<file path="src/rtl/overture_pkg.sv">
// rtl/overture_pkg.sv - shared types and opcode constants for the Overture sequencer
package overture_pkg;

    typedef enum logic [2:0] {
        IDLE,
        FETCH,
        EXEC,
        HALTED,
        FAULT
    } state_t;

    localparam logic [1:0] OP_LOADI = 2'b00;
    localparam logic [1:0] OP_ADDI  = 2'b01;
    localparam logic [1:0] OP_JMP   = 2'b10;
    localparam logic [1:0] OP_SYS   = 2'b11;

    localparam logic [7:0] INSTR_HALT = 8'hC0;

    // Retired count sticks at all-ones rather than wrapping back to zero
    function automatic logic [15:0] sat_inc16(input logic [15:0] v);
        return (v == 16'hFFFF) ? v : v + 16'd1;
    endfunction

endpackage

</file>
<file path="src/rtl/overture_wait_timer.sv">
// rtl/overture_wait_timer.sv - fetch wait counter with clear/enable and expiry flag
module overture_wait_timer #(
    parameter int unsigned WAIT_MAX = 15
) (
    input  logic clk,
    input  logic reset,
    input  logic clear,
    input  logic enable,
    output logic expired
);

    localparam logic [7:0] LAST_WAIT = 8'(WAIT_MAX - 1);

    logic [7:0] count_q;
    logic [7:0] count_d;

    always_comb begin
        count_d = count_q;
        if (clear) begin
            count_d = 8'd0;
        end else if (enable && (count_q != 8'hFF)) begin
            count_d = count_q + 8'd1;
        end
    end

    always_ff @(posedge clk) begin
        if (reset) begin
            count_q <= 8'd0;
        end else begin
            count_q <= count_d;
        end
    end

    // High in the final permitted wait cycle: no ack now means the count reaches WAIT_MAX
    assign expired = (count_q == LAST_WAIT);

endmodule

</file>
<file path="src/rtl/overture_seq_controller.sv">
// rtl/overture_seq_controller.sv - fetch/execute sequencer for the Overture accumulator CPU
module overture_seq_controller #(
    parameter logic [7:0]  RESET_PC = 8'h00,
    parameter int unsigned WAIT_MAX = 15
) (
    input  logic        clk,
    input  logic        reset,
    input  logic        run,
    input  logic        start,
    output logic        imem_req,
    output logic [7:0]  imem_addr,
    input  logic        imem_ack,
    input  logic [7:0]  imem_rdata,
    output logic [7:0]  pc,
    output logic [7:0]  acc,
    output logic        halted,
    output logic        fault,
    output logic [15:0] retired
);

    import overture_pkg::*;

    state_t      state_q, state_d;
    logic [7:0]  pc_q, pc_d;
    logic [7:0]  acc_q, acc_d;
    logic [7:0]  ir_q, ir_d;
    logic [15:0] retired_q, retired_d;
    logic        wait_expired;

    overture_wait_timer #(
        .WAIT_MAX (WAIT_MAX)
    ) u_wait_timer (
        .clk     (clk),
        .reset   (reset),
        .clear   (state_q != FETCH),
        .enable  ((state_q == FETCH) && !imem_ack),
        .expired (wait_expired)
    );

    always_comb begin
        state_d   = state_q;
        pc_d      = pc_q;
        acc_d     = acc_q;
        ir_d      = ir_q;
        retired_d = retired_q;

        case (state_q)
            IDLE: begin
                if (start && run) begin
                    state_d = FETCH;
                end
            end
            FETCH: begin
                if (imem_ack) begin
                    ir_d    = imem_rdata;
                    state_d = EXEC;
                end else if (wait_expired) begin
                    state_d = FAULT;
                end
            end
            EXEC: begin
                if (run) begin
                    case (ir_q[7:6])
                        OP_LOADI: begin
                            acc_d     = {2'b00, ir_q[5:0]};
                            pc_d      = pc_q + 8'd1;
                            retired_d = sat_inc16(retired_q);
                            state_d   = FETCH;
                        end
                        OP_ADDI: begin
                            acc_d     = acc_q + {2'b00, ir_q[5:0]};
                            pc_d      = pc_q + 8'd1;
                            retired_d = sat_inc16(retired_q);
                            state_d   = FETCH;
                        end
                        OP_JMP: begin
                            pc_d      = {2'b00, ir_q[5:0]};
                            retired_d = sat_inc16(retired_q);
                            state_d   = FETCH;
                        end
                        default: begin
                            // HALT retires but leaves pc on itself; other SYS encodings are illegal
                            if (ir_q == INSTR_HALT) begin
                                retired_d = sat_inc16(retired_q);
                                state_d   = HALTED;
                            end else begin
                                state_d = FAULT;
                            end
                        end
                    endcase
                end
            end
            HALTED, FAULT: begin
                if (start) begin
                    pc_d      = RESET_PC;
                    acc_d     = 8'd0;
                    retired_d = 16'd0;
                    state_d   = FETCH;
                end
            end
            default: begin
                state_d = IDLE;
            end
        endcase
    end

    always_ff @(posedge clk) begin
        if (reset) begin
            state_q   <= IDLE;
            pc_q      <= RESET_PC;
            acc_q     <= 8'd0;
            ir_q      <= 8'd0;
            retired_q <= 16'd0;
        end else begin
            state_q   <= state_d;
            pc_q      <= pc_d;
            acc_q     <= acc_d;
            ir_q      <= ir_d;
            retired_q <= retired_d;
        end
    end

    assign imem_req  = (state_q == FETCH);
    assign imem_addr = pc_q;
    assign pc        = pc_q;
    assign acc       = acc_q;
    assign halted    = (state_q == HALTED);
    assign fault     = (state_q == FAULT);
    assign retired   = retired_q;

endmodule

</file>
<file path="config.mk">
export PLATFORM = sky130hd
export DESIGN_NAME = overture_seq_controller
export DESIGN_NICKNAME = d
export VERILOG_FILES = /design/src/rtl/overture_pkg.sv /design/src/rtl/overture_wait_timer.sv /design/src/rtl/overture_seq_controller.sv
export SDC_FILE = /design/constraint.sdc
export NUM_CORES = 1
export LEC_CHECK = 0
export BUFFER_PORTS_ARGS = -buffer_cell sky130_fd_sc_hd__buf_4
export CORE_MARGIN = 2
export CORE_UTILIZATION = 37
export CTS_CLUSTER_SIZE = 16
export DETAILED_ROUTE_END_ITERATION = 8
export PLACE_DENSITY_LB_ADDON = 0.1
export SYNTH_ARGS = -nofsm -noshare
export SYNTH_HDL_FRONTEND = slang
export SYNTH_SLANG_ARGS = --single-unit
</file>
<file path="constraint.sdc">
create_clock -name clk -period 3.89 [get_ports clk]
set_input_delay 0.5835 -clock clk [delete_from_list [all_inputs] [get_ports clk]]
set_output_delay 0.5835 -clock clk [all_outputs]
set_load 0.01 [all_outputs]
</file>
==> results of run 1 <==
==> area by class of cell <==
| type | count | share of cell area |
|---|---|---|
| Sequential cell | 51 | 0.283 |
| Clock buffer | 8 | 0.0277 |
| Multi-Input combinational cell | 288 | 0.524 |
| Inverter | 6 | 0.00624 |
| Tap cell | 105 | 0.0364 |
| Timing Repair Buffer | 59 | 0.123 |
==> per-layer routing <==
metal | routed length, um | up-vias | share of wire
li1 | - | 1473 | -
met1 | 3800 | 1400 | 0.46
met2 | 3980 | 74 | 0.48
met3 | 360 | 7 | 0.044
met4 | 82 | 0 | 0.010
met5 | 0 | - | 0
==> per-stage QoR <==
| stage | cells | cell area [um^2] |
|---|---|---|
| floorplan | 374 | 3090 |
| global placement | 509 | 3510 |
| detailed placement | 509 | 3510 |
| CTS | 517 | 3610 |
| global route | 517 | 3610 |
| finish | 517 | 3610 |
==> cells in the mapped netlist, types with 6 or more instances <==
cell      instances
nand3_1          21
clkbuf_1         14
o21ai_0          14
a211oi_1          8
nor3_1           16
nor2_1           24
dfxtp_1          51
a32o_1           14
buf_4             9
nand2_1          43
xor2_1            6
ha_1             10
nor4_1            8
a21oi_1          24
mux2i_1          11
==> kinds of logic (layout without fill, tap and decap cells) <==
family / Yosys count / count (layout) / share of synthesized area
buffers and inverters: 35 / 73 / 0.0575
XOR/XNOR: 9 / 9 / 0.0255
flip-flops: 51 / 51 / 0.330
AND/OR/NAND/NOR: 161 / 161 / 0.277
adder cells (fa/ha/maj): 11 / 11 / 0.0470
AO/OA/AOI/OAI: 96 / 96 / 0.227
multiplexers: 11 / 11 / 0.0356
==> power groups by stage <==
| stage | registers (mW) | logic [mW] | clock network [mW] |
|---|---|---|---|
| after floorplan | 0.560 | 0.117 | 0 |
| after global placement | 0.570 | 0.155 | 0 |
| after detailed placement | 0.571 | 0.156 | 0 |
| after CTS | 0.558 | 0.156 | 0.358 |
| after global routing | 0.562 | 0.173 | 0.377 |
| final | 0.558 | 0.156 | 0.344 |
==> tightest hold or removal path: stages, from the launching register on <==
cell and delay [ns]:
dfxtp_1 0.34, nand2_1 0.06, a21oi_1 0.05
==> worst min path at each step <==
| stage | endpoint | slack [ns] |
|---|---|---|
| after detailed placement | acc[0] | 0.48 |
| after global placement | acc[0] | 0.47 |
| final | acc[0] | 0.49 |
| after floorplan | acc[0] | 0.49 |
| after CTS | acc[2] | 0.49 |
| after global routing | ir_q[2] | 0.51 |
==> state kept, by name (all words and copies together) (netlist names) <==
| name | count |
|---|---|
| imem_addr | 8 |
| state_q | 3 |
| ir_q | 8 |
| retired | 16 |
| u_wait_timer.count_q | 8 |
| acc | 8 |
==> summary.md, run 1 <==
| Metric | Value |
|---|---|
| N_diodes | `0` |
| Post-DP HPWL | `5.62 mm` |
| Met1 usage | `0.247` |
| Top cell type's share of synthesized area | `0.330` |
| Power Total | `1.06 mW` |
| Area delta synth->final | `16.9%` |
| Cell accounting for the most synthesized area | `dfxtp_1` |
| Die ar. | `0.00910 mm^2` |
| I/O Pins | `56` |
| Syn_area_per_cell | `8.26 um^2` |
| Multi-input gate area | `0.00189 mm^2` |
| Power Dens Cells | `293 mW/mm^2` |
| WP depth | `7` |
| Final Wtd Congestion | `0.830` |
| Buf/Inv on CP | `1` |
| Setup CP Type | `register to register` |
| Slew @ Worst Pin | `0.955 ns` |
| RSZ-0062 raised after global routing | `false` |
| Reg2reg path depth | `7` |
| Post-synth cell types | `61` |
| Initial Util | `0.380` |
| EDFF count, synth | `0` |
| Post-Synthesis Cells | `374` |
| Power share of the combinational group | `0.147` |
| Pint | `0.762 mW` |
| Area of the core | `0.00813 mm^2` |
| Drt pass-1 iters | `4` |
| Synthesized area | `0.00309 mm^2` |
| Hold-critical path depth | `2` |
| Critical path's top delay family | `simple AND/OR/NAND/NOR gates` |
| Switching power | `0.296 mW` |
| Share of cells above drive strength 1 | `0.180` |
| Tightest Hold Check Type | `register to register` |
| Fillers | `834` |
| Post-synthesis async set-or-reset flop share | `0` |
| Worst Hold Launch | `acc[0]` |
| Clock power share | `0.325` |
| Sequential area share after synthesis | `0.330` |
| Antenna-violating nets left | `0` |
| Commonest cells after routing, fill and taps aside | `buf_4 (59), dfxtp_1 (51), nand2_1 (43)` |
| Setup crit end | `retired[13]` |
| TritonCTS buffer count | `5` |
| Sw frac | `0.280` |
| Setup slack after layout | `1.66 ns` |
| 1st-iter DRT viols | `161` |
| First-pass GRT wire length | `13.7 mm` |
| # clock sinks | `51` |
| Setup_tns | `0 ns` |
| Post-CTS setup buffer count | `0` |
| CTS resizes | `0` |
| Detail-routed via count per cell | `5.71` |
| Beginning of the critical path | `retired[0]` |
| Vias | `2954` |
| Crit path launch type | `register` |
| Slowest cell on crit path | `nand4_1` |
| Clock tree buffer depth | `2` |
| Critical Path AT | `2.49 ns` |
| # Max-Cap Violations | `0` |
| Root buf cell | `clkbuf_8` |
| GRT overflow | `0` |
| Met3 Use GR | `0.0348` |
| Row count | `33` |
| Area contributors post-synth | `dfxtp_1 (33%), nand2_1 (5.2%), a32o_1 (4.5%)` |
| Met2 Usage GRT | `0.323` |
| CTS H-tree depth | `2` |
| Status | `complete, no violations` |
| Mapped Nets | `398` |
| Sequential share of power | `0.528` |
| Die Y | `95.4 um` |
| Critical Path, Cell by Cell | `ha_1, nand3_1, nor4_1, buf_4, nand4_1, o211ai_1, a32o_1` |
| Initial antenna violation count | `0` |
| CTS Hold Buffers Added | `0` |
| Leading cell type in the layout, fill and taps excluded | `buf_4` |
| Reg area | `0.00102 mm^2` |
| Setup violators final | `0` |
| Worst reg2reg endpoint | `retired[13]` |
| Busiest grt layer | `met2` |
| Die X | `95.4 um` |
| CP required | `4.14 ns` |
| Wire per inst | `15.9 um` |
| Maximum fanout along the worst path | `12` |
| Clock Skew | `0.00868 ns` |
| Final Hold Violating Endpoints | `0` |
| Maximum vdd ir drop | `0.000155 V` |
| Largest net degree at the start of global routing | `43` |
| Post-route DRC violation count | `0` |
| Ys Warns | `0` |
| Endpoint class of the critical path | `register` |
| Vias in the first global route | `2713` |
| Top_reg_cell synth | `dfxtp_1` |
| Fin crit period | `2.23 ns` |
| Final wirelength | `8.22 mm` |
| Final Core Density | `0.444` |
| Worst stage delay on the critical path | `0.46 ns` |
| #FFs+latches synth | `51` |
| R2r startpoint | `retired[0]` |
| Reg2reg setup slack | `1.66 ns` |
| DP Worst Slack | `1.55 ns` |
| Max-slew headroom | `0.363` |
| Fin crit share | `0.574` |
| Clk_lat worst skew | `0.30 ns` |
| # port buffers | `55` |
| Clock slew at reported path FFs | `0.10 ns` |
| Leakage | `1.41 nW` |
| Clock tree from TritonCTS | `done` |
| Fmax | `448 MHz` |
| GRT Util Overall | `0.189` |
| Final Max Tran Viols | `0` |
| Hold slack final | `0.491 ns` |
| Final nets | `435` |
No activity file was read; power rests on OpenSTA's default activity.
==> run 2: changes to the inputs <==
--- a/config.mk
+++ b/config.mk
@@ -5,6 +5,7 @@
 export SDC_FILE = /design/constraint.sdc
 export NUM_CORES = 1
 export LEC_CHECK = 0
+export ABC_AREA = 1
 export BUFFER_PORTS_ARGS = -buffer_cell sky130_fd_sc_hd__buf_4
 export CORE_MARGIN = 2
 export CORE_UTILIZATION = 37
==> constraint.sdc (replaced) <==
create_clock -name clk -period 2.2 [get_ports clk]
set_input_delay 0.33 -clock clk [delete_from_list [all_inputs] [get_ports clk]]
set_output_delay 0.33 -clock clk [all_outputs]
set_load 0.01 [all_outputs]
==> summary.md, run 2 <==
| Metric | Value |
|---|---|
| Post-synthesis async set-or-reset flop share | `0 (unchanged)` |
| Clock Skew | `0.00722 ns (was 0.00868 ns)` |
| Root buf cell | `clkbuf_8 (unchanged)` |
| I/O Pins | `56 (unchanged)` |
| Detail-routed via count per cell | `4.90 (was 5.71)` |
| Post-CTS setup buffer count | `0 (unchanged)` |
| Fmax | `521 MHz (was 448 MHz)` |
| Area contributors post-synth | `dfxtp_1 (32%), nand2_1 (14%), a21oi_1 (8.4%) (was dfxtp_1 (33%), nand2_1 (5.2%), a32o_1 (4.5%))` |
| Area of the core | `0.00859 mm^2 (was 0.00813 mm^2)` |
| Clock tree from TritonCTS | `done (unchanged)` |
| Vias in the first global route | `2973 (was 2713)` |
| # port buffers | `55 (unchanged)` |
| Hold slack final | `0.276 ns (was 0.491 ns)` |
| Drt pass-1 iters | `5 (was 4)` |
| Most frequent cells after synthesis | `nand2_1 (120), inv_1 (57), nor2_1 (56), a21oi_1 (54), dfxtp_1 (51) (was dfxtp_1 (51), nand2_1 (43), a21oi_1 (24), nor2_1 (24), nand3_1 (21))` |
| Post-route DRC violation count | `0 (unchanged)` |
| Post-Synthesis Cells | `499 (was 374)` |
| Largest register FFs | `16 (unchanged)` |
| Leading cell type in the layout, fill and taps excluded | `nand2_1 (was buf_4)` |
| Post-DP HPWL | `6.04 mm (was 5.62 mm)` |
| DP Worst Slack | `0.287 ns (was 1.55 ns)` |
| N_diodes | `0 (unchanged)` |
| Maximum fanout along the worst path | `17 (was 12)` |
| Endpoint class of the critical path | `register (unchanged)` |
| Critical Path AT | `2.16 ns (was 2.49 ns)` |
| Largest net degree at the start of global routing | `27 (was 43)` |
| CTS Hold Buffers Added | `0 (unchanged)` |
| Die ar. | `0.00950 mm^2 (was 0.00910 mm^2)` |
| 1st-iter DRT viols | `131 (was 161)` |
| Power share of the combinational group | `0.347 (was 0.147)` |
| GRT Util Overall | `0.177 (was 0.189)` |
| Reg area | `0.00102 mm^2 (unchanged)` |
| Clock tree buffer depth | `2 (unchanged)` |
| Final Wtd Congestion | `0.830 (about the same)` |
| TritonCTS buffer count | `5 (unchanged)` |
| Cell accounting for the most synthesized area | `dfxtp_1 (unchanged)` |
| Mapped Nets | `523 (was 398)` |
| Power Dens Cells | `675 mW/mm^2 (was 293 mW/mm^2)` |
| Ys Warns | `0 (unchanged)` |
| Final instance area | `0.00376 mm^2 (was 0.00361 mm^2)` |
| Antenna-violating nets left | `0 (unchanged)` |
| Tightest Hold Check Type | `input port to register (was register to register)` |
| Clk_lat worst skew | `0.31 ns (was 0.30 ns)` |
| Max-slew headroom | `0.635 (was 0.363)` |
| Row count | `34 (was 33)` |
| Crit-path most repeated cell | `nand2_1` |
| Share of cells above drive strength 1 | `0.154 (was 0.180)` |
| DP Area | `0.00368 mm^2 (was 0.00351 mm^2)` |
| GRT overflow | `0 (unchanged)` |
| Synthesized area | `0.00323 mm^2 (was 0.00309 mm^2)` |
| Die X | `97.5 um (was 95.4 um)` |
| Final nets | `569 (was 435)` |
| Setup violators final | `0 (unchanged)` |
| Slew @ Worst Pin | `0.546 ns (was 0.955 ns)` |
| Sequential area share after synthesis | `0.316 (was 0.330)` |
| # Max-Cap Violations | `0 (unchanged)` |
| Switching power | `0.984 mW (was 0.296 mW)` |
| First-pass GRT wire length | `14.0 mm (was 13.7 mm)` |
| Clock slew at reported path FFs | `0.09 ns (was 0.10 ns)` |
| Multi-input gate area | `0.00186 mm^2 (was 0.00189 mm^2)` |
| Power Total | `2.54 mW (was 1.06 mW)` |
| CTS H-tree depth | `2 (unchanged)` |
| Most frequent cell after synthesis | `nand2_1 (was dfxtp_1)` |
| Pint | `1.56 mW (was 0.762 mW)` |
| Vias | `3202 (was 2954)` |
| Inst Count DP | `646 (was 509)` |
| Maximum vdd ir drop | `0.000269 V (was 0.000155 V)` |
| Setup CP Type | `register to register (unchanged)` |
| Non-Filler Instances | `654 (was 517)` |
| Final Hold Violating Endpoints | `0 (unchanged)` |
| Crit path launch type | `register (unchanged)` |
| Sequential share of power | `0.440 (was 0.528)` |
| Sw frac | `0.387 (was 0.280)` |
| Fillers | `931 (was 834)` |
| Fin crit share | `0.873 (was 0.574)` |
| Commonest cells after routing, fill and taps aside | `nand2_1 (120), buf_4 (58), inv_1 (57) (was buf_4 (59), dfxtp_1 (51), nand2_1 (43))` |
| Die Y | `97.5 um (was 95.4 um)` |
| # clock sinks | `51 (unchanged)` |
| Status | `complete, no violations (unchanged)` |
| Post-synth cell types | `33 (was 61)` |
| Final Core Density | `0.438 (was 0.444)` |
| Setup slack after layout | `0.279 ns (was 1.66 ns)` |
| Area delta synth->final | `16.5% (was 16.9%)` |
| CTS resizes | `0 (unchanged)` |
| Top_reg_cell synth | `dfxtp_1 (unchanged)` |
| EDFF count, synth | `0 (unchanged)` |
| Final wirelength | `8.04 mm (was 8.22 mm)` |
| Worst stage delay on the critical path | `0.41 ns (was 0.46 ns)` |
| Critical Path, Cell by Cell | `ha_1, nand2_1, nor2_2, nand3_1, inv_1, nand2_2, nand3_4, nand2_1, a21oi_1 (was ha_1, nand3_1, nor4_1, buf_4, nand4_1, o211ai_1, a32o_1)` |
| Initial Util | `0.376 (was 0.380)` |
| Leakage | `1.64 nW (was 1.41 nW)` |
| Clock power share | `0.213 (was 0.325)` |
| Syn_area_per_cell | `6.48 um^2 (was 8.26 um^2)` |
| Fin crit period | `1.92 ns (was 2.23 ns)` |
| CP required | `2.44 ns (was 4.14 ns)` |
| #FFs+latches synth | `51 (unchanged)` |
| Top cell type's share of synthesized area | `0.316 (was 0.330)` |
| Wire per inst | `12.3 um (was 15.9 um)` |
| Final Max Tran Viols | `0 (unchanged)` |
| RSZ-0062 raised after global routing | `false (unchanged)` |
| Slowest cell on crit path | `dfxtp_1 (was nand4_1)` |
| Initial antenna violation count | `0 (unchanged)` |
| Setup_tns | `0 ns (unchanged)` |
[run 2: layout make-up]
cell class	instances	share of cell area
timing repair buffer	58	0.116
inverter	61	0.0608
sequential	51	0.271
clock inverter	2	0.00332
clock buffer	6	0.0193
multi-input combinational	368	0.494
tap	108	0.0359
[run 2: metal layers]
| metal | track usage | share of wire |
|---|---|---|
| met1 | 0.242 | 0.49 |
| met3 | 0.0295 | 0.042 |
| met2 | 0.291 | 0.45 |
| met4 | 0.0417 | 0.0099 |
| met5 | 0 | 0 |
[run 2: worst max-delay path: cells and delay by family, from the launching register on]
family | cells | cell delay (ns)
simple gates | 6 | 1.01
flops | 1 | 0.41
fa+ha+maj | 1 | 0.19
compound gates | 1 | 0.15
buf+inv | 1 | 0.08
[run 2: path summary, 6_finish.rpt]
kind,startpoint,endpoint,slack [ns],cells past startpoint
setup / recovery,retired[0],retired[12],0.28,9
hold / removal,imem_rdata[6],ir_q[6],0.28,3
setup reg to reg,retired[0],retired[12],0.28,9
hold reg to reg,u_wait_timer.count_q[6],u_wait_timer.count_q[6],0.47,2
[run 2: kinds of logic (layout without fill, tap and decap cells)]
logic type / Yosys count / count (layout) / synth area share
flops: 51 / 51 / 0.316
xor+xnor: 8 / 8 / 0.0217
buf+inv: 80 / 127 / 0.109
fa+ha+maj: 11 / 11 / 0.0449
compound gates: 90 / 90 / 0.145
simple gates: 259 / 259 / 0.364
[run 2: power groups by stage]
stage               Clock [mW]  Combinational [mW]  Sequential [mW]
floorplan                    0               0.640             1.12
global placement             0               0.881             1.14
detailed placement           0               0.885             1.14
CTS                      0.569               0.890             1.12
global route             0.615                1.02             1.13
finish                   0.542               0.881             1.12
==> run 3: changes to the inputs <==
==> constraint.sdc (replaced) <==
create_clock -name clk -period 2.2 [get_ports clk]
set_input_delay 0.55 -clock clk [delete_from_list [all_inputs] [get_ports clk]]
set_output_delay 0.55 -clock clk [all_outputs]
set_load 0.01 [all_outputs]
==> summary.md, run 3 (synthesis results as in run 2) <==
| Metric | Value |
|---|---|
| Clock tree from TritonCTS | `done (unchanged)` |
| CP required | `1.65 ns (was 2.44 ns)` |
| Area delta synth->final | `17.3% (was 16.5%)` |
| Clock Skew | `0.00418 ns (was 0.00722 ns)` |
| Area of the core | `0.00859 mm^2 (unchanged)` |
| GRT overflow | `0 (unchanged)` |
| First-pass GRT wire length | `13.6 mm (was 14.0 mm)` |
| Critical Path, Cell by Cell | `clkinv_1, nand3_1, inv_1, buf_4 (was ha_1, nand2_1, nor2_2, nand3_1, inv_1, nand2_2, nand3_4, nand2_1, a21oi_1)` |
| Die Y | `97.5 um (unchanged)` |
| Post-route DRC violation count | `0 (unchanged)` |
| Initial antenna violation count | `0 (unchanged)` |
| Power Dens Cells | `689 mW/mm^2 (was 675 mW/mm^2)` |
| Wire per inst | `12.3 um (about the same)` |
| Critical Path AT | `1.39 ns (was 2.16 ns)` |
| Final Core Density | `0.441 (was 0.438)` |
| Setup slack after layout | `0.263 ns (was 0.279 ns)` |
| I/O Pins | `56 (unchanged)` |
| Final Max Tran Viols | `0 (unchanged)` |
| Setup CP Type | `register to primary output (was register to register)` |
| Setup violators final | `0 (unchanged)` |
| N_diodes | `0 (unchanged)` |
| Critical path's top delay family | `flip-flops (was simple AND/OR/NAND/NOR gates)` |
| Initial Util | `0.376 (unchanged)` |
| # port buffers | `55 (unchanged)` |
| Worst stage delay on the critical path | `0.48 ns (was 0.41 ns)` |
| Vias | `3204 (was 3202)` |
| Largest net degree at the start of global routing | `20 (was 27)` |
| 1st-iter DRT viols | `129 (was 131)` |
| CTS H-tree depth | `2 (unchanged)` |
| Largest register FFs | `16 (unchanged)` |
| Die X | `97.5 um (unchanged)` |
| Drt pass-1 iters | `4 (was 5)` |
| CTS Hold Buffers Added | `0 (unchanged)` |
| Clk_lat worst skew | `0.31 ns (about the same)` |
| DP Worst Slack | `0.312 ns (was 0.287 ns)` |
| Fin crit period | `1.94 ns (was 1.92 ns)` |
| Reg area | `0.00102 mm^2 (unchanged)` |
| Root buf cell | `clkbuf_8 (unchanged)` |
| Final wirelength | `8.08 mm (was 8.04 mm)` |
| Row count | `34 (unchanged)` |
| Final instance area | `0.00379 mm^2 (was 0.00376 mm^2)` |
| Commonest cells after routing, fill and taps aside | `nand2_1 (120), buf_4 (59), inv_1 (57) (was nand2_1 (120), buf_4 (58), inv_1 (57))` |
| # clock sinks | `51 (unchanged)` |
| Fillers | `933 (was 931)` |
| Share of cells above drive strength 1 | `0.157 (was 0.154)` |
| Slowest cell on crit path | `dfxtp_1 (unchanged)` |
| CTS resizes | `0 (unchanged)` |
| Antenna-violating nets left | `0 (unchanged)` |
| Buf/Inv on CP | `3 (was 1)` |
| RSZ-0062 raised after global routing | `false (unchanged)` |
| Final nets | `570 (was 569)` |
| Post-DP HPWL | `6.11 mm (was 6.04 mm)` |
| Tightest Hold Check Type | `register to register (was input port to register)` |
| Maximum fanout along the worst path | `8 (was 17)` |
| TritonCTS buffer count | `5 (unchanged)` |
| Clock tree buffer depth | `2 (unchanged)` |
| # Max-Cap Violations | `0 (unchanged)` |
| Maximum vdd ir drop | `0.000297 V (was 0.000269 V)` |
| GRT Util Overall | `0.171 (was 0.177)` |
| Endpoint class of the critical path | `primary output (was register)` |
| Leading cell type in the layout, fill and taps excluded | `nand2_1 (unchanged)` |
| Max-slew headroom | `0.651 (was 0.635)` |
| Fin crit share | `0.881 (was 0.873)` |
| DP Area | `0.00369 mm^2 (was 0.00368 mm^2)` |
| Slew @ Worst Pin | `0.523 ns (was 0.546 ns)` |
| Clock slew at reported path FFs | `0.09 ns (about the same)` |
| Multi-input gate area | `0.00186 mm^2 (unchanged)` |
| Die ar. | `0.00950 mm^2 (unchanged)` |
| Crit path launch type | `register (unchanged)` |
| Fmax | `516 MHz (was 521 MHz)` |
| Status | `complete, no violations (unchanged)` |
| Detail-routed via count per cell | `4.89 (was 4.90)` |
| Setup_tns | `0 ns (unchanged)` |
| Vias in the first global route | `2904 (was 2973)` |
| Post-CTS setup buffer count | `0 (unchanged)` |
| Final Wtd Congestion | `0.833 (was 0.830)` |
| Final Hold Violating Endpoints | `0 (unchanged)` |
| Leakage | `1.66 nW (was 1.64 nW)` |
run 3: changes by cell type in the layout (fill, tap and decap cells not counted), sizes merged:
cell / before / now
buf: 58 / 59
clkinv: 2 / 1
clkbuf: 6 / 7
run 3: final timing paths:
kind / startpoint / slack, ns / cells past startpoint / endpoint
worst max-delay path: state_q[1] / 0.26 / 4 / imem_req
worst min-delay path: u_wait_timer.count_q[6] / 0.48 / 2 / u_wait_timer.count_q[6]
worst max register to register: retired[0] / 0.28 / 9 / retired[11]
worst min register to register: u_wait_timer.count_q[6] / 0.48 / 2 / u_wait_timer.count_q[6]
run 3: report_power, final:
group          total (mW)  leakage (nW)  switching, mW  internal, mW
logic               0.884          1.19          0.559         0.325
registers            1.12         0.412          0.109          1.01
clock network       0.609        0.0505          0.322         0.287
total                2.61          1.66          0.990          1.62
run 3: metal layers:
| metal | track usage | vias up | part of all wire |
|---|---|---|---|
| li1 | - | 1707 | - |
| met5 | 0 | - | 0 |
| met2 | 0.281 | 60 | 0.45 |
| met3 | 0.0273 | 4 | 0.035 |
| met1 | 0.237 | 1433 | 0.50 |
| met4 | 0.0342 | 0 | 0.0084 |
run 3: cell type report:
cell class / count / area share
clock buffer: 7 / 0.0254
clock inverter: 1 / 0.00198
inverter: 61 / 0.0604
multi-input combinational: 368 / 0.490
sequential: 51 / 0.269
tap: 108 / 0.0357
timing repair buffer: 59 / 0.117
run 3: worst register-to-register path: stages (launching register included):
cell	delay [ns]
dfxtp_1	0.41
ha_1	0.19
nand2_1	0.11
nor2_2	0.21
nand3_1	0.12
inv_1	0.08
nand2_2	0.22
nand3_4	0.29
nand2_1	0.08
a21oi_1	0.14
run 3: through the flow:
stage	power, mW	hold WS [ns]	std cells
floorplan	1.76	0.441	499
global placement	2.02	0.464	647
detailed placement	2.02	0.465	647
CTS	2.64	0.481	655
global route	2.82	0.500	655
finish	2.61	0.478	655
